[src/rtl/mul8_seq_pkg.sv]
// Shared types and step tables for the nibble-serial 8x8 multiplier sequencer.
package mul8_seq_pkg;

    typedef enum logic [1:0] {
        S_IDLE = 2'd0,
        S_MUL  = 2'd1,
        S_DONE = 2'd2
    } state_e;

    localparam int unsigned STEPS  = 4;
    localparam int unsigned STEP_W = 2;

    // Left shift applied to each step's 8-bit partial product: aL*bL, aH*bL, aL*bH, aH*bH.
    localparam logic [3:0] STEP_SHIFT [STEPS] = '{4'd0, 4'd4, 4'd4, 4'd8};

    // Bit s set means step s uses the high nibble of that operand.
    localparam logic [STEPS-1:0] STEP_SEL_A_HI = 4'b1010;
    localparam logic [STEPS-1:0] STEP_SEL_B_HI = 4'b1100;

    // Place a step's partial product at its weight within the 16-bit accumulator.
    function automatic logic [15:0] align_pp(input logic [7:0] pp, input logic [STEP_W-1:0] step);
        return {8'h00, pp} << STEP_SHIFT[step];
    endfunction

endpackage

[src/rtl/mul8_seq_if.sv]
// Operand/result handshake bundle between a requester and mul8_seq.
interface mul8_seq_if;
    logic        in_valid;
    logic        in_ready;
    logic [7:0]  a;
    logic [7:0]  b;
    logic        out_valid;
    logic        out_ready;
    logic [15:0] product;

    modport master (
        output in_valid, a, b, out_ready,
        input  in_ready, out_valid, product
    );

    modport slave (
        input  in_valid, a, b, out_ready,
        output in_ready, out_valid, product
    );
endinterface

[src/rtl/mul8_seq_multiply.sv]
// 4x4 unsigned array multiplier cell: AND-gated rows summed at their bit weights.
module multiply (
    input  logic [3:0] a_i,
    input  logic [3:0] b_i,
    output logic [7:0] p_o
);

    logic [7:0] row [4];

    // Form one shifted AND row per multiplier bit.
    always_comb begin
        for (int unsigned i = 0; i < 4; i++) begin
            row[i] = {4'h0, a_i & {4{b_i[i]}}} << i;
        end
    end

    // Reduce the rows into the 8-bit product.
    always_comb begin
        p_o = '0;
        for (int unsigned i = 0; i < 4; i++) begin
            p_o = p_o + row[i];
        end
    end

endmodule

[src/rtl/mul8_seq.sv]
// Sequencer forming an 8x8 unsigned product from four passes through one 4x4 multiplier.
module mul8_seq
    import mul8_seq_pkg::*;
#(
    parameter bit ZERO_SKIP = 1'b0
) (
    input  logic        clk,
    input  logic        rst,
    mul8_seq_if.slave   bus,
    output logic        busy
);

    state_e              state_q;
    logic [STEP_W-1:0]   step_q;
    logic [7:0]          a_q;
    logic [7:0]          b_q;
    logic [15:0]         acc_q;
    logic [15:0]         acc_d;
    logic                in_ready_q;
    logic                out_valid_q;
    logic                busy_q;
    logic [3:0]          nib_a;
    logic [3:0]          nib_b;
    logic [7:0]          pp;

    // Select the operand nibbles for the current step from the latched operands.
    always_comb begin
        nib_a = STEP_SEL_A_HI[step_q] ? a_q[7:4] : a_q[3:0];
        nib_b = STEP_SEL_B_HI[step_q] ? b_q[7:4] : b_q[3:0];
    end

    multiply u_mul (
        .a_i (nib_a),
        .b_i (nib_b),
        .p_o (pp)
    );

    // Next accumulator value: add this step's partial product at its weight.
    always_comb begin
        acc_d = acc_q + align_pp(pp, step_q);
    end

    // Control FSM with registered handshake outputs and the accumulator.
    always_ff @(posedge clk) begin
        if (rst) begin
            state_q     <= S_IDLE;
            step_q      <= '0;
            a_q         <= '0;
            b_q         <= '0;
            acc_q       <= '0;
            in_ready_q  <= 1'b1;
            out_valid_q <= 1'b0;
            busy_q      <= 1'b0;
        end else begin
            unique case (state_q)
                S_IDLE: begin
                    if (bus.in_valid) begin
                        a_q        <= bus.a;
                        b_q        <= bus.b;
                        acc_q      <= '0;
                        step_q     <= '0;
                        in_ready_q <= 1'b0;
                        busy_q     <= 1'b1;
                        if (ZERO_SKIP && (bus.a == '0 || bus.b == '0)) begin
                            state_q     <= S_DONE;
                            out_valid_q <= 1'b1;
                        end else begin
                            state_q <= S_MUL;
                        end
                    end
                end
                S_MUL: begin
                    acc_q  <= acc_d;
                    step_q <= step_q + 1'b1;
                    if (step_q == STEP_W'(STEPS - 1)) begin
                        state_q     <= S_DONE;
                        out_valid_q <= 1'b1;
                    end
                end
                S_DONE: begin
                    if (bus.out_ready) begin
                        state_q     <= S_IDLE;
                        out_valid_q <= 1'b0;
                        in_ready_q  <= 1'b1;
                        busy_q      <= 1'b0;
                    end
                end
                default: begin
                    state_q     <= S_IDLE;
                    in_ready_q  <= 1'b1;
                    out_valid_q <= 1'b0;
                    busy_q      <= 1'b0;
                end
            endcase
        end
    end

    assign bus.in_ready  = in_ready_q;
    assign bus.out_valid = out_valid_q;
    assign bus.product   = acc_q;
    assign busy          = busy_q;

endmodule
[src/flat_wrapper.sv]
// flat-port wrapper written by rule: the top's interface ports become plain ports
module mul8_seq_flat import mul8_seq_pkg::*;
#(
    parameter bit ZERO_SKIP = 1'b0
)
  (clk, rst, busy, bus_in_valid, bus_a, bus_b, bus_out_ready, bus_in_ready, bus_out_valid, bus_product);
  mul8_seq_if bus_i ();
  input  logic clk;
  input  logic rst;
  output logic busy;
  input wire logic [$bits(bus_i.in_valid)-1:0] bus_in_valid;
  input wire logic [$bits(bus_i.a)-1:0] bus_a;
  input wire logic [$bits(bus_i.b)-1:0] bus_b;
  input wire logic [$bits(bus_i.out_ready)-1:0] bus_out_ready;
  output wire logic [$bits(bus_i.in_ready)-1:0] bus_in_ready;
  output wire logic [$bits(bus_i.out_valid)-1:0] bus_out_valid;
  output wire logic [$bits(bus_i.product)-1:0] bus_product;
  assign bus_i.in_valid = bus_in_valid;
  assign bus_i.a = bus_a;
  assign bus_i.b = bus_b;
  assign bus_i.out_ready = bus_out_ready;
  assign bus_in_ready = bus_i.in_ready;
  assign bus_out_valid = bus_i.out_valid;
  assign bus_product = bus_i.product;
  mul8_seq #(.ZERO_SKIP(ZERO_SKIP)) u_core (.clk(clk), .rst(rst), .bus(bus_i), .busy(busy));
endmodule
[config.mk]
export PLATFORM = sky130hd
export DESIGN_NAME = mul8_seq_flat
export DESIGN_NICKNAME = d
export VERILOG_FILES = /design/src/rtl/mul8_seq_pkg.sv /design/src/rtl/mul8_seq_if.sv /design/src/rtl/mul8_seq_multiply.sv /design/src/rtl/mul8_seq.sv /design/src/flat_wrapper.sv
export SDC_FILE = /design/constraint.sdc
export NUM_CORES = 1
export LEC_CHECK = 0
export BUFFER_PORTS_ARGS = -buffer_cell sky130_fd_sc_hd__buf_4
export CAP_MARGIN = 20
export CORE_ASPECT_RATIO = 1.25
export CORE_MARGIN = 5
export CORE_UTILIZATION = 55
export CTS_CLUSTER_DIAMETER = 80
export DETAILED_ROUTE_END_ITERATION = 8
export GPL_ROUTABILITY_DRIVEN = 1
export PLACE_DENSITY = 0.79
export SLEW_MARGIN = 20
export SYNTH_ARGS = -nofsm -noshare
export SYNTH_HDL_FRONTEND = slang
export SYNTH_SLANG_ARGS = --single-unit
[constraint.sdc]
create_clock -name clk -period 11.6 [get_ports clk]
set_clock_uncertainty 0.15 [all_clocks]
set_input_delay 0.58 -clock clk [delete_from_list [all_inputs] [get_ports clk]]
set_output_delay 0.58 -clock clk [all_outputs]
set_load 0.005 [all_outputs]
## Word-level counts from Yosys, hierarchy flattened

Cells that the tools add are included.

- Shift operators: 1
- Add/sub/neg operators: 5
- Bitwise logic cells: 7
- Mux-type cells: 25
- Magnitude comparators: 2
- Equal/unequal tests: 6
- Reductions and logical operators: 7

Operators with widths:

| kind | count |
|---|---|
| 16-bit one-hot mux with 2 select lines | 1 |
| 16-bit adder | 1 |
| 4-bit bitwise AND | 4 |
| 16-bit 2-to-1 mux | 1 |
| 4-bit 2-to-1 mux | 4 |
| 8-bit by 4-bit left shift with 16-bit output | 1 |
| 1-bit one-hot mux with 3 select lines | 3 |
| 3-bit AND reduction | 3 |
| 8-bit by 6-bit adder with 8-bit output | 1 |
| 8-bit by 7-bit adder with 8-bit output | 1 |
| 4-bit binary-select mux with 2-bit select | 1 |
| 2-bit 2-to-1 mux | 4 |
| 1-bit 2-to-1 mux | 7 |
| 4-bit by 5-bit adder with 6-bit output | 1 |
| 2-bit one-hot mux with 3 select lines | 1 |
| 1-bit binary-select mux with 2-bit select | 2 |
| 2-bit == test, second input constant | 2 |
| 2-bit inequality test, second input constant | 2 |
| 2-bit one-hot mux with 2 select lines | 1 |
| 2-bit AND reduction | 2 |
| 3-bit greater-or-equal comparator, second input constant | 1 |
| 2-bit by 3-bit < comparator with 1-bit output, second input constant | 1 |
| 2-bit inverter with 3-bit output | 1 |
| 2-bit by 1-bit adder with 2-bit output, second input constant | 1 |
| other kinds (5) | 6 |

- Word-level logic and storage cells: 61
- Input port bits: 20
- Output and inout bits: 19
- Flip-flop bits (word level): 39

## Longest topological paths before layout

Gate-level depths: netlist of the first run.

- Word-level depth: 10
- Gate-level depth with buffers: 23
- Depth with buffers taken out: 22

## By module

A second synthesis of the first run with hierarchy kept.

- Cell total of the unflattened synthesis: 326
- Area, all modules: 2768.9 um^2

By module, submodules not included:

| module | seq. area each (um^2) | area each (um^2) | instances | cells each |
|---|---|---|---|---|
| mul8_seq | 780.7 | 2383.5 | 1 | 284 |
| multiply | 0.0 | 385.4 | 1 | 42 |

## Worst setup path before layout of the first run

Ideal clock, no wire load.

- Path type: register -> register
- Start point: register u_core.step_q[0]
- End point: register u_core.acc_q[12], in the netlist u_core.bus.product[12]
- Library setup time: 117 ps
- Clock period less this slack: 5115 ps
- Arrival: 4848 ps
- Slack: 6485 ps
- Required time: 11333 ps
- Buffers on the path: 1
- Cell stages (with the launch flop): 22
- Cells stage by stage: dfxtp_1 -> clkbuf_1 -> mux2i_1 -> nor2_1 -> ha_1 -> fa_1 -> xnor2_1 -> fa_1 -> inv_1 -> ha_1 -> fa_1 -> a21o_1 -> a21o_1 -> nor2_1 -> nor3_1 -> ha_1 -> and3_1 -> o21ai_0 -> o21ai_1 -> a21oi_1 -> a311o_1 -> a22o_1

- Cells in the longest elaborated chain, start to end: 10
- Elaborated cells between the ends (all ways): 20
- Classes of those cells: 4 x add/sub; 1 x shift; 10 x mux; 5 x bitwise

RTL lines:

| item | line | RTL |
|---|---|---|
| start, declared | mul8_seq.sv:14 | `logic [STEP_W-1:0] step_q;` |
| start signal, assigned | mul8_seq.sv:74 | `step_q <= step_q + 1'b1;` |
| 1-bit binary-select mux with 2-bit select, on equally long branches | mul8_seq.sv:28, mul8_seq.sv:29 |  |
| 1-bit 2-to-1 mux, on equally long branches | mul8_seq.sv:28, mul8_seq.sv:29 |  |
| 4-bit 2-to-1 mux, on equally long branches | mul8_seq.sv:28, mul8_seq.sv:29 |  |
| 4-bit bitwise AND | mul8_seq_multiply.sv:13 | `row[i] = {4'h0, a_i & {4{b_i[i]}}} << i;` |
| 4-bit by 5-bit adder with 6-bit output | mul8_seq_multiply.sv:21 | `p_o = p_o + row[i];` |
| 8-bit by 6-bit adder with 8-bit output | mul8_seq_multiply.sv:21 |  |
| 8-bit by 7-bit adder with 8-bit output | mul8_seq_multiply.sv:21 |  |
| 8-bit by 4-bit left shift with 16-bit output * | mul8_seq_pkg.sv:22 | `return {8'h00, pp} << STEP_SHIFT[step];` |
| 16-bit adder * | mul8_seq.sv:40 | `acc_d = acc_q + align_pp(pp, step_q);` |
| 16-bit one-hot mux with 2 select lines * | mul8_seq.sv:55 | `unique case (state_q)` |
| end signal, assigned | mul8_seq.sv:50 | `acc_q <= '0;` |
| end signal, assigned | mul8_seq.sv:60 | `acc_q <= '0;` |
| end signal, assigned | mul8_seq.sv:73 | `acc_q <= acc_d;` |
| end, declared | mul8_seq.sv:17 | `logic [15:0] acc_q;` |

Mark *: on every way between the ends. The rest lies on a longest branch, timed or not. The select of a mux whose other input is x is not followed.
A chain may end at the register's enable or synchronous reset.

## Worst setup path in the final report of the first run

- Start point: register u_core.step_q[1]
- End point: register u_core.acc_q[11], in the netlist u_core.bus.product[11]

Same word-level chain as after synthesis.

==> flow_metrics.env, run 1 <==
export IMPL_status="complete, no violations"
export IMPL_clk_latency_ns=0.30
export IMPL_firstDrtPassIters=4
export IMPL_core_area_um2=4800
export IMPL_cts_hold_fix_buffers=0
export IMPL_clkPwrFrac_pct=39.6
export IMPL_final_cell_mix="nand2_1, a21oi_1, buf_4, dfxtp_1, nor2_1"
export IMPL_syn_area_um2=2750
export IMPL_yosysSeqAreaShare_pct=28.4
export IMPL_fin_nets=424
export IMPL_cp_num_buf_inv=1
export IMPL_place_ws_ns=6.13
export IMPL_worstPathCellList="mux2i_1 > nor2_1 > ha_1 > a21o_1 > a21oi_1 > xor2_1 > fa_1 > inv_1 > ha_1 > a21o_1 > a21oi_1 > xnor2_1 > mux2i_1 > nor2_1 > ha_1 > or4_4 > o21ai_2 > nor3_1 > or3_1 > a32o_1"
export IMPL_pwr_share_comb_pct=14.3
export IMPL_grt_usage_pct=20.4
export IMPL_die_area_um2=6520
export IMPL_die_w_um=73.2
export IMPL_grt_antenna_before_repair=0
export IMPL_critical_path_max_stage_delay_ns=0.56
export IMPL_syn_nets=394
export IMPL_antenna_cells=0
export IMPL_fin_crit_sh_pct=48.0
export IMPL_timing_fmax_ghz=0.180
export IMPL_ant_nets=0
export IMPL_final_util_pct=66.0
export IMPL_io_buffers=38
export IMPL_viasPerCell=5.79
export IMPL_ys_warn_count=0
export IMPL_grt_first_pass_wirelength_um=10700
export IMPL_switching_share_pct=26.5
export IMPL_cts_tree="done"
export IMPL_die_y_um=89.0
export IMPL_cts_max_level=2
export IMPL_timing_setup_tns_ns=0
export IMPL_path_clk_slew_ns=0.09
export IMPL_finalInstanceArea_um2=3170
export IMPL_seqPwrFrac_pct=46.1
export IMPL_wl_um=6270
export IMPL_cp_required_ns=11.64
export IMPL_wl_per_cell_um=14.4
export IMPL_crit_family="adder cells"
export IMPL_drive_gt1_share_pct=16.0
export IMPL_finalHoldViolCount=0
export IMPL_period_needed_ns=5.56
export IMPL_clock_root_buffer="clkbuf_8"
export IMPL_cellPowerDensity_nw_per_um2=98.4
export IMPL_slew_headroom_pct=48.6
export IMPL_ys_ff_latch=39
export IMPL_crit_slowest_cell="fa_1"
export IMPL_final_setup_worst_slack_ns=6.04
export IMPL_hp_class="reg -> reg"
export IMPL_synth_edff_count=0
export IMPL_p_int_mw=0.229
export IMPL_worst_slew_pin_slew_ns=0.769
export IMPL_critPathArrivalTime_ns=5.60
export IMPL_leakage_nw=1.47
export IMPL_ios=39
export IMPL_syn_inst=344
export IMPL_num_fill_cells=398
export IMPL_setup_violations=0
export IMPL_ys_flop_type="dfxtp_1"
export IMPL_worst_setup_path_type="reg -> reg"
export IMPL_drc=0
export IMPL_avgSynthCellArea_um2=7.99
export IMPL_gr_total_overflow=0
export IMPL_place_hpwl_um=4820
export IMPL_core_rowCount=28
export IMPL_cts_sinks=39
export IMPL_critPathMaxFanout=6
export IMPL_place_area_um2=3040
export IMPL_synthToLayoutAreaGrowth_pct=15.2
export IMPL_cap_violations=0
export IMPL_clockBufferDepth=2
export IMPL_end_kind="register"
export IMPL_drv_slew=0
export IMPL_critPathLaunchType="register"
export IMPL_grt_max_degree=33
export IMPL_layout_commonest_cell="nand2_1"
export IMPL_p_sw_mw=0.0825
export IMPL_numCtsBuffers=5
export IMPL_vdd_drop_max_uv=75.1
export IMPL_rsz0062_at_grt="no"
export IMPL_cts_resized=0
export IMPL_crit_top_cell="ha_1"
export IMPL_drt_iter0_markers=91
export IMPL_synthDistinctLibCells=41
export IMPL_cts_setup_buffers=0
export IMPL_grt_pass1_vias=2436
export IMPL_start_util_pct=57.2
export IMPL_gp_congestion=0.884
export IMPL_async_flop_share_pct=0
export IMPL_vias=2517
[cells by family after synthesis]
kind of cell / after synthesis / share of synthesized area [%]
buf+inv: 27 / 4.10
xor+xnor: 15 / 4.78
simple gates: 123 / 19.8
compound gates: 96 / 22.3
flops: 39 / 28.4
fa+ha+maj: 30 / 15.3
mux: 14 / 5.28
[Yosys cell counts (2+ instances only)]
| master | instances | share of area [%] |
|---|---|---|
| mux2_2 | 4 | 1.6 |
| nor2_1 | 32 | 4.4 |
| and2_1 | 3 | 0.68 |
| o21bai_1 | 4 | 1.1 |
| clkbuf_1 | 14 | 1.9 |
| xor2_1 | 7 | 2.2 |
| a21o_1 | 9 | 2.5 |
| nor2b_1 | 5 | 1.1 |
| nand3_1 | 8 | 1.5 |
| nand2_1 | 56 | 7.7 |
| dfxtp_1 | 39 | 28 |
| or3_1 | 3 | 0.68 |
| inv_1 | 11 | 1.5 |
| nor3_1 | 4 | 0.73 |
| a211oi_1 | 3 | 0.82 |
| mux2i_1 | 10 | 3.6 |
| fa_1 | 6 | 4.4 |
| a21oi_1 | 48 | 8.7 |
| ha_1 | 24 | 11 |
| o21ai_0 | 10 | 1.8 |
| nor4_1 | 2 | 0.46 |
| xnor2_1 | 8 | 2.6 |
| a31oi_1 | 2 | 0.46 |
| nand2b_1 | 5 | 1.1 |
| a22o_1 | 11 | 3.5 |
[flip-flops by register name, indices dropped and copies added (netlist names)]
register and flops:
u_core.a_q 8, u_core.bus.out_valid 1, u_core.state_q 2, u_core.bus.in_ready 1, u_core.busy 1, u_core.b_q 8
u_core.bus.product 16, u_core.step_q 2
[layer usage]
| metal | vias up | wire length [µm] | global-route usage [%] |
|---|---|---|---|
| li1 | 1261 | - | - |
| met1 | 1179 | 2580 | 22.7 |
| met2 | 64 | 3310 | 39.3 |
| met3 | 13 | 282 | 2.70 |
| met4 | 0 | 101 | 6.21 |
| met5 | - | 0 | 0 |
[tightest hold or removal path: cells and delay by family, from the launching register on]
family / cells / cell delay [ns]
flip-flops: 1 / 0.31
AND/OR/NAND/NOR: 1 / 0.05
AO/OA/AOI/OAI: 1 / 0.05
[through the flow]
step	hold WS, ns	cells	power (mW)
3_3_place_gp	0.292	427	0.189
2_1_floorplan	0.283	344	0.177
6_report	0.309	435	0.311
3_5_place_dp	0.295	427	0.191
4_1_cts	0.309	435	0.314
5_1_grt	0.330	435	0.325
[final cells by class]
type                            instances  area (µm²)  share of cell area [%]
Inverter                               11        41.3                    1.30
Clock buffer                            6        82.6                    2.61
Tap cell                               60        75.1                    2.37
Sequential cell                        39         781                    24.7
Timing Repair Buffer                   39         293                    9.25
Multi-Input combinational cell        278        1850                    58.6
Clock inverter                          2        38.8                    1.23
[power groups by stage]
stage | clock (mW) | combinational (mW) | sequential, mW
after global routing | 0.131 | 0.0491 | 0.145
after CTS | 0.125 | 0.0445 | 0.144
after global placement | 0 | 0.0428 | 0.147
after floorplan | 0 | 0.0321 | 0.145
final | 0.123 | 0.0444 | 0.144
after detailed placement | 0 | 0.0441 | 0.147
[worst paths after layout]
path                            endpoint  slack [ns]  cells past startpoint             start
setup / recovery  u_core.bus.product[11]        6.04                     20  u_core.step_q[1]
hold / removal             u_core.b_q[7]        0.31                      2     u_core.b_q[7]
setup reg to reg  u_core.bus.product[11]        6.04                     20  u_core.step_q[1]
hold reg to reg            u_core.b_q[7]        0.31                      2     u_core.b_q[7]
No activity file was read; power rests on OpenSTA's default activity.
==> run 2, diff against run 1 <==
--- a/config.mk
+++ b/config.mk
@@ -9,11 +9,11 @@
 export CAP_MARGIN = 20
 export CORE_ASPECT_RATIO = 1.25
 export CORE_MARGIN = 5
-export CORE_UTILIZATION = 55
+export CORE_UTILIZATION = 52
 export CTS_CLUSTER_DIAMETER = 80
 export DETAILED_ROUTE_END_ITERATION = 8
 export GPL_ROUTABILITY_DRIVEN = 1
-export PLACE_DENSITY = 0.79
+export PLACE_DENSITY = 0.78
 export SLEW_MARGIN = 20
 export SYNTH_ARGS = -nofsm -noshare
 export SYNTH_HDL_FRONTEND = slang
==> constraint.sdc (replaced) <==
create_clock -name clk -period 5.1 [get_ports clk]
set_clock_uncertainty 0.15 [all_clocks]
set_input_delay 0.255 -clock clk [delete_from_list [all_inputs] [get_ports clk]]
set_output_delay 0.255 -clock clk [all_outputs]
set_load 0.005 [all_outputs]
==> flow_metrics.env, run 2 (synthesis results as in run 1) <==
export IMPL_status="complete, no violations"
export IMPL_multiInputGateArea_um2=2020
export IMPL_regArea_um2=788
export IMPL_layout_commonest_cell="nand2_1"
export IMPL_met2_usage_pct=35.1
export IMPL_period_needed_ns=4.95
export IMPL_critPathLaunchType="register"
export IMPL_cap_violations=0
export IMPL_grt_antenna_before_repair=0
export IMPL_cts_sinks=39
export IMPL_vias=2561
export IMPL_hold_depth=3
export IMPL_num_fill_cells=416
export IMPL_grt_usage_pct=19.9
export IMPL_fin_crit_sh_pct=97.0
export IMPL_die_y_um=91.3
export IMPL_grtUsageMet3_pct=3.98
export IMPL_timing_fmax_ghz=0.202
export IMPL_drt_iter0_markers=135
export IMPL_die_w_um=75.0
export IMPL_largest_register_ffs=16
export IMPL_io_buffers=38
export IMPL_antenna_cells=0
export IMPL_finalHoldViolCount=0
export IMPL_place_area_um2=3120
export IMPL_end_kind="register"
export IMPL_grt_use_met1_pct=22.9
export IMPL_grt_max_degree=33
export IMPL_worst_slew_pin_slew_ns=0.675
export IMPL_clock_root_buffer="clkbuf_8"
export IMPL_gr_total_overflow=0
export IMPL_critical_path_max_stage_delay_ns=0.54
export IMPL_hp_class="in -> reg"
export IMPL_viasPerCell=5.64
export IMPL_start_util_pct=53.7
export IMPL_core_area_um2=5120
export IMPL_clk_latency_ns=0.30
export IMPL_r2r_slack_ns=0.15
export IMPL_worstPathCellList="mux2i_4 > nor2_2 > ha_2 > fa_2 > xnor2_1 > fa_1 > inv_1 > ha_1 > fa_2 > xor2_1 > mux2i_1 > nor2_1 > ha_2 > or4_4 > o21ai_4 > nor3_2 > or3_1 > a32o_1"
export IMPL_leakage_nw=1.55
export IMPL_cellPowerDensity_nw_per_um2=210
export IMPL_firstDrtPassIters=4
export IMPL_cp_required_ns=5.15
export IMPL_finalInstanceArea_um2=3470
export IMPL_path_clk_slew_ns=0.08
export IMPL_critPathMaxFanout=4
export IMPL_whs_ns=0.0438
export IMPL_grt_first_pass_wirelength_um=10800
export IMPL_core_rowCount=29
export IMPL_grt_busiest_layer="met2"
export IMPL_wl_um=6810
export IMPL_clockBufferDepth=2
export IMPL_rr_startpoint="u_core.step_q[1]"
export IMPL_place_hpwl_um=4890
export IMPL_crit_slowest_cell="or4_4"
export IMPL_cts_hold_fix_buffers=0
export IMPL_slew_headroom_pct=54.9
export IMPL_grt_pass1_vias=2502
export IMPL_ios=39
export IMPL_drv_slew=0
export IMPL_gp_congestion=0.868
export IMPL_die_area_um2=6850
export IMPL_numCtsBuffers=5
export IMPL_critPathArrivalTime_ns=5.00
export IMPL_final_cell_mix="nand2_1, buf_4, a21oi_1, dfxtp_1, nor2_1"
export IMPL_cts_max_level=2
export IMPL_r2r_end="u_core.bus.product[11]"
export IMPL_synthToLayoutAreaGrowth_pct=26.4
export IMPL_fin_nets=441
export IMPL_ant_nets=0
export IMPL_holdCritStartpoint="bus_b[4]"
export IMPL_vdd_drop_max_uv=189
export IMPL_drive_gt1_share_pct=26.3
export IMPL_setup_violations=0
export IMPL_rsz0062_at_grt="yes"
export IMPL_reg2regPathDepth=18
export IMPL_cts_tree="done"
export IMPL_worst_setup_path_type="reg -> reg"
export IMPL_holdPathEnd="u_core.b_q[4]"
export IMPL_wl_per_cell_um=15.0
export IMPL_drc=0
## run 2: cell types whose count changed in the layout (fill, tap and decap cells not counted), moves of 3 or more
cell	before	now
nor2_1	32	28
buf_4	39	54
mux2i_4	0	5
mux2i_1	10	4
nor2_2	0	3
ha_1	24	18
ha_4	0	3
ha_2	0	3
## run 2: through the flow
stage	cells	utilization [%]	power, mW	setup TNS (ns)	setup slack [ns]
floorplan	344	-	0.403	0	0.0553
global placement	439	61.0	0.437	-0.0440	-0.0440
detailed placement	439	61.0	0.440	-0.363	-0.175
CTS	449	64.2	0.716	0	0.0280
global route	454	67.9	0.759	-0.0792	-0.0631
finish	454	67.9	0.730	0	0.155
## run 2: worst max-delay path: cells and delay by family (launching register included)
| kind | cells | cell delay [ns] |
|---|---|---|
| fa+ha+maj | 6 | 1.84 |
| simple gates | 5 | 1.09 |
| mux | 2 | 0.56 |
| compound gates | 2 | 0.45 |
| flops | 1 | 0.40 |
| xor+xnor | 2 | 0.31 |
| buf+inv | 1 | 0.04 |
## run 2: per-layer routing
layer | up-vias | wire (µm)
met2 | 54 | 3640
met5 | - | 0
met4 | 0 | 118
met3 | 12 | 287
met1 | 1199 | 2760
li1 | 1296 | -
## run 2: timing repair
item / CTS / global route
buffers inserted: 2 / 5
pin swaps: 0 / 15
endpoints found under the setup margin: 5 / 6
resized for setup: 9 / 28
## run 2: worst max path at each step
| stage | startpoint | to | depth (start not counted) |
|---|---|---|---|
| floorplan | u_core.step_q[1] | u_core.bus.product[12] | 21 |
| global placement | u_core.step_q[0] | u_core.bus.product[11] | 20 |
| detailed placement | u_core.step_q[1] | u_core.bus.product[11] | 20 |
| CTS | u_core.step_q[0] | u_core.bus.product[11] | 20 |
| global route | u_core.step_q[1] | u_core.bus.product[11] | 18 |
| finish | u_core.step_q[1] | u_core.bus.product[11] | 18 |
## run 2: area by class of cell
| type | count | share of cell area [%] |
|---|---|---|
| timing repair buffer | 56 | 12.3 |
| inverter | 11 | 1.19 |
| multi-input combinational | 278 | 58.2 |
| sequential | 39 | 22.7 |
| tap | 62 | 2.23 |
| clock inverter | 2 | 1.01 |
| clock buffer | 6 | 2.38 |
## run 2: report_power, final
| group | total [mW] | switching (mW) | internal (mW) |
|---|---|---|---|
| clock network | 0.278 | 0.120 | 0.158 |
| logic | 0.121 | 0.0641 | 0.0572 |
| registers | 0.331 | 0.0145 | 0.316 |
| total | 0.730 | 0.198 | 0.532 |
==> run 3, diff against run 2 <==
--- a/config.mk
+++ b/config.mk
@@ -5,15 +5,16 @@
 export SDC_FILE = /design/constraint.sdc
 export NUM_CORES = 1
 export LEC_CHECK = 0
+export ABC_AREA = 1
 export BUFFER_PORTS_ARGS = -buffer_cell sky130_fd_sc_hd__buf_4
 export CAP_MARGIN = 20
 export CORE_ASPECT_RATIO = 1.25
 export CORE_MARGIN = 5
-export CORE_UTILIZATION = 52
-export CTS_CLUSTER_DIAMETER = 80
+export CORE_UTILIZATION = 53
+export CTS_CLUSTER_DIAMETER = 200
 export DETAILED_ROUTE_END_ITERATION = 8
 export GPL_ROUTABILITY_DRIVEN = 1
-export PLACE_DENSITY = 0.78
+export PLACE_DENSITY = 0.79
 export SLEW_MARGIN = 20
 export SYNTH_ARGS = -nofsm -noshare
 export SYNTH_HDL_FRONTEND = slang
==> flow_metrics.env, run 3 <==
export IMPL_grt_first_pass_wirelength_um=11900
export IMPL_cellPowerDensity_nw_per_um2=222
export IMPL_reg2regPathDepth=22
export IMPL_io_buffers=38
export IMPL_hp_class="in -> reg"
export IMPL_layout_commonest_cell="nand2_1"
export IMPL_final_cell_mix="nand2_1, nor2_1, inv_1, a21oi_1, buf_4"
export IMPL_core_area_um2=5440
export IMPL_fin_nets=528
export IMPL_critical_path_max_stage_delay_ns=0.54
export IMPL_die_area_um2=7170
export IMPL_final_util_pct=61.6
export IMPL_setup_violations=0
export IMPL_rr_startpoint="u_core.step_q[1]"
export IMPL_holdPathEnd="u_core.a_q[1]"
export IMPL_ios=39
export IMPL_core_rowCount=30
export IMPL_vdd_drop_max_uv=146
export IMPL_drt_iter0_markers=105
export IMPL_synthDistinctLibCells=38
export IMPL_finalInstanceArea_um2=3350
export IMPL_wl_per_cell_um=12.9
export IMPL_leakage_nw=1.70
export IMPL_critPathArrivalTime_ns=4.87
export IMPL_cts_sinks=39
export IMPL_numCtsBuffers=5
export IMPL_crit_family="adder cells"
export IMPL_synth_edff_count=0
export IMPL_viasPerCell=5.39
export IMPL_critPathMaxFanout=8
export IMPL_ys_flop_type="dfxtp_1"
export IMPL_clockBufferDepth=2
export IMPL_yosysTopAreaCell="dfxtp_1"
export IMPL_grt_pass1_vias=2738
export IMPL_vias=2928
export IMPL_grt_usage_pct=20.1
export IMPL_worst_slew_pin_slew_ns=0.568
export IMPL_firstDrtPassIters=4
export IMPL_syn_area_um2=2950
export IMPL_finalHoldViolCount=0
export IMPL_async_flop_share_pct=0
export IMPL_r2r_slack_ns=0.33
export IMPL_worst_setup_path_type="reg -> reg"
export IMPL_antenna_cells=0
export IMPL_path_clk_slew_ns=0.09
export IMPL_largest_register_ffs=16
export IMPL_wl_um=6980
export IMPL_die_y_um=93.5
export IMPL_cts_tree="done"
export IMPL_end_kind="register"
export IMPL_synth_most_common_cell="nand2_1"
export IMPL_status="complete, no violations"
export IMPL_place_hpwl_um=5520
export IMPL_grt_antenna_before_repair=0
export IMPL_hold_depth=3
export IMPL_yosysTopAreaCellShare_pct=26.4
export IMPL_cts_max_level=2
export IMPL_place_ws_ns=0.228
export IMPL_final_setup_worst_slack_ns=0.334
export IMPL_syn_nets=495
export IMPL_ys_warn_count=0
export IMPL_drv_slew=0
export IMPL_yosys_top_cells_count="nand2_1, nor2_1, inv_1"
export IMPL_timing_fmax_ghz=0.210
export IMPL_r2r_end="u_core.bus.product[11]"
export IMPL_ant_nets=0
export IMPL_cap_violations=0
export IMPL_ys_ff_latch=39
export IMPL_die_w_um=76.8
export IMPL_clock_root_buffer="clkbuf_8"
export IMPL_synthToLayoutAreaGrowth_pct=13.6
export IMPL_gp_congestion=0.858
export IMPL_critPathLaunchType="register"
export IMPL_cp_num_buf_inv=2
export IMPL_grt_max_degree=26
export IMPL_drive_gt1_share_pct=15.9
export IMPL_synthTopCellsByArea="dfxtp_1, nand2_1, ha_1"
export IMPL_avgSynthCellArea_um2=6.64
export IMPL_cp_required_ns=5.20
export IMPL_holdCritStartpoint="bus_a[1]"
export IMPL_drc=0
export IMPL_fin_crit_sh_pct=93.4
export IMPL_syn_inst=445
export IMPL_cts_setup_buffers=0
export IMPL_timing_setup_tns_ns=0
export IMPL_place_area_um2=3250
export IMPL_crit_slowest_cell="fa_1"
export IMPL_worstPathCellList="mux2i_2 > nor2_1 > ha_1 > fa_1 > xnor2_1 > fa_1 > inv_1 > ha_1 > fa_1 > xor2_1 > mux2i_1 > nor2_1 > ha_1 > nand2_2 > inv_1 > a21oi_2 > nand2_2 > nand3_2 > nand2_1 > nand2_1 > nand3_1 > a21oi_2"
export IMPL_slew_headroom_pct=62.0
export IMPL_yosysSeqAreaShare_pct=26.4
export IMPL_rsz0062_at_grt="no"
export IMPL_gr_total_overflow=0
export IMPL_start_util_pct=54.3
export IMPL_clk_latency_ns=0.30
export IMPL_period_needed_ns=4.77
==> run 3: cell types whose count changed in the layout (fill, tap and decap cells not counted), sizes merged, moves of 7 or more <==
cell   delta
buf      -18
o21ai    +19
a22o     -11
nand2    +62
nor2     +27
nand3    +18
inv      +44
xnor2     -7
==> run 3: logic make-up after synthesis <==
group	synth area share, %
compound gates	15.8
xor+xnor	1.19
buf+inv	9.15
simple gates	31.9
mux	1.36
flops	26.4
fa+ha+maj	14.2
==> run 3: report_power, final <==
part           internal, mW  switching (mW)
Clock                0.0980           0.128
Sequential            0.322          0.0117
Combinational        0.0702           0.115
==> run 3: through the flow <==
stage | cells | hold slack (ns) | power, mW
2_1_floorplan | 445 | 0.174 | 0.472
3_3_place_gp | 535 | 0.287 | 0.519
3_5_place_dp | 535 | 0.299 | 0.524
4_1_cts | 543 | 0.0498 | 0.747
5_1_grt | 543 | 0.0521 | 0.787
6_report | 543 | 0.0498 | 0.745
==> run 3: final cells by class <==
| cell class | count | area (µm²) |
|---|---|---|
| clock inverter | 3 | 23.8 |
| sequential | 39 | 783 |
| tap | 64 | 80.1 |
| inverter | 54 | 203 |
| multi-input combinational | 340 | 1910 |
| timing repair buffer | 38 | 285 |
| fill | 509 | 2090 |
| clock buffer | 5 | 68.8 |
==> run 3: how the worst max path moves through the flow <==
stage	from	depth (start not counted)	end
after floorplan	u_core.step_q[1]	23	u_core.bus.product[11]
after global placement	u_core.step_q[0]	21	u_core.bus.product[15]
after detailed placement	u_core.step_q[1]	22	u_core.bus.product[11]
after CTS	u_core.step_q[1]	22	u_core.bus.product[11]
after global routing	u_core.step_q[1]	22	u_core.bus.product[14]
final	u_core.step_q[1]	22	u_core.bus.product[11]
==> run 3: timing repair <==
action | CTS | global route
resized for setup | 0 | 6
setup endpoints to repair | 0 | 9
hold buffers | 0 | 0
==> run 3: worst reg2reg max path, delay by kind of cell (launching register included) <==
family / cells / cell delay [ns]
compound gates: 2 / 0.29
flops: 1 / 0.43
xor+xnor: 2 / 0.34
simple gates: 8 / 0.67
buf+inv: 2 / 0.12
fa+ha+maj: 6 / 2.19
mux: 2 / 0.54
==> run 3: per-layer routing <==
layer / global-route usage [%] / up-vias / routed length (µm)
met5: 0 / - / 0
met4: 7.87 / 0 / 196
met3: 3.95 / 20 / 343
met2: 38.5 / 78 / 3700
met1: 21.2 / 1329 / 2740
li1: - / 1501 / -
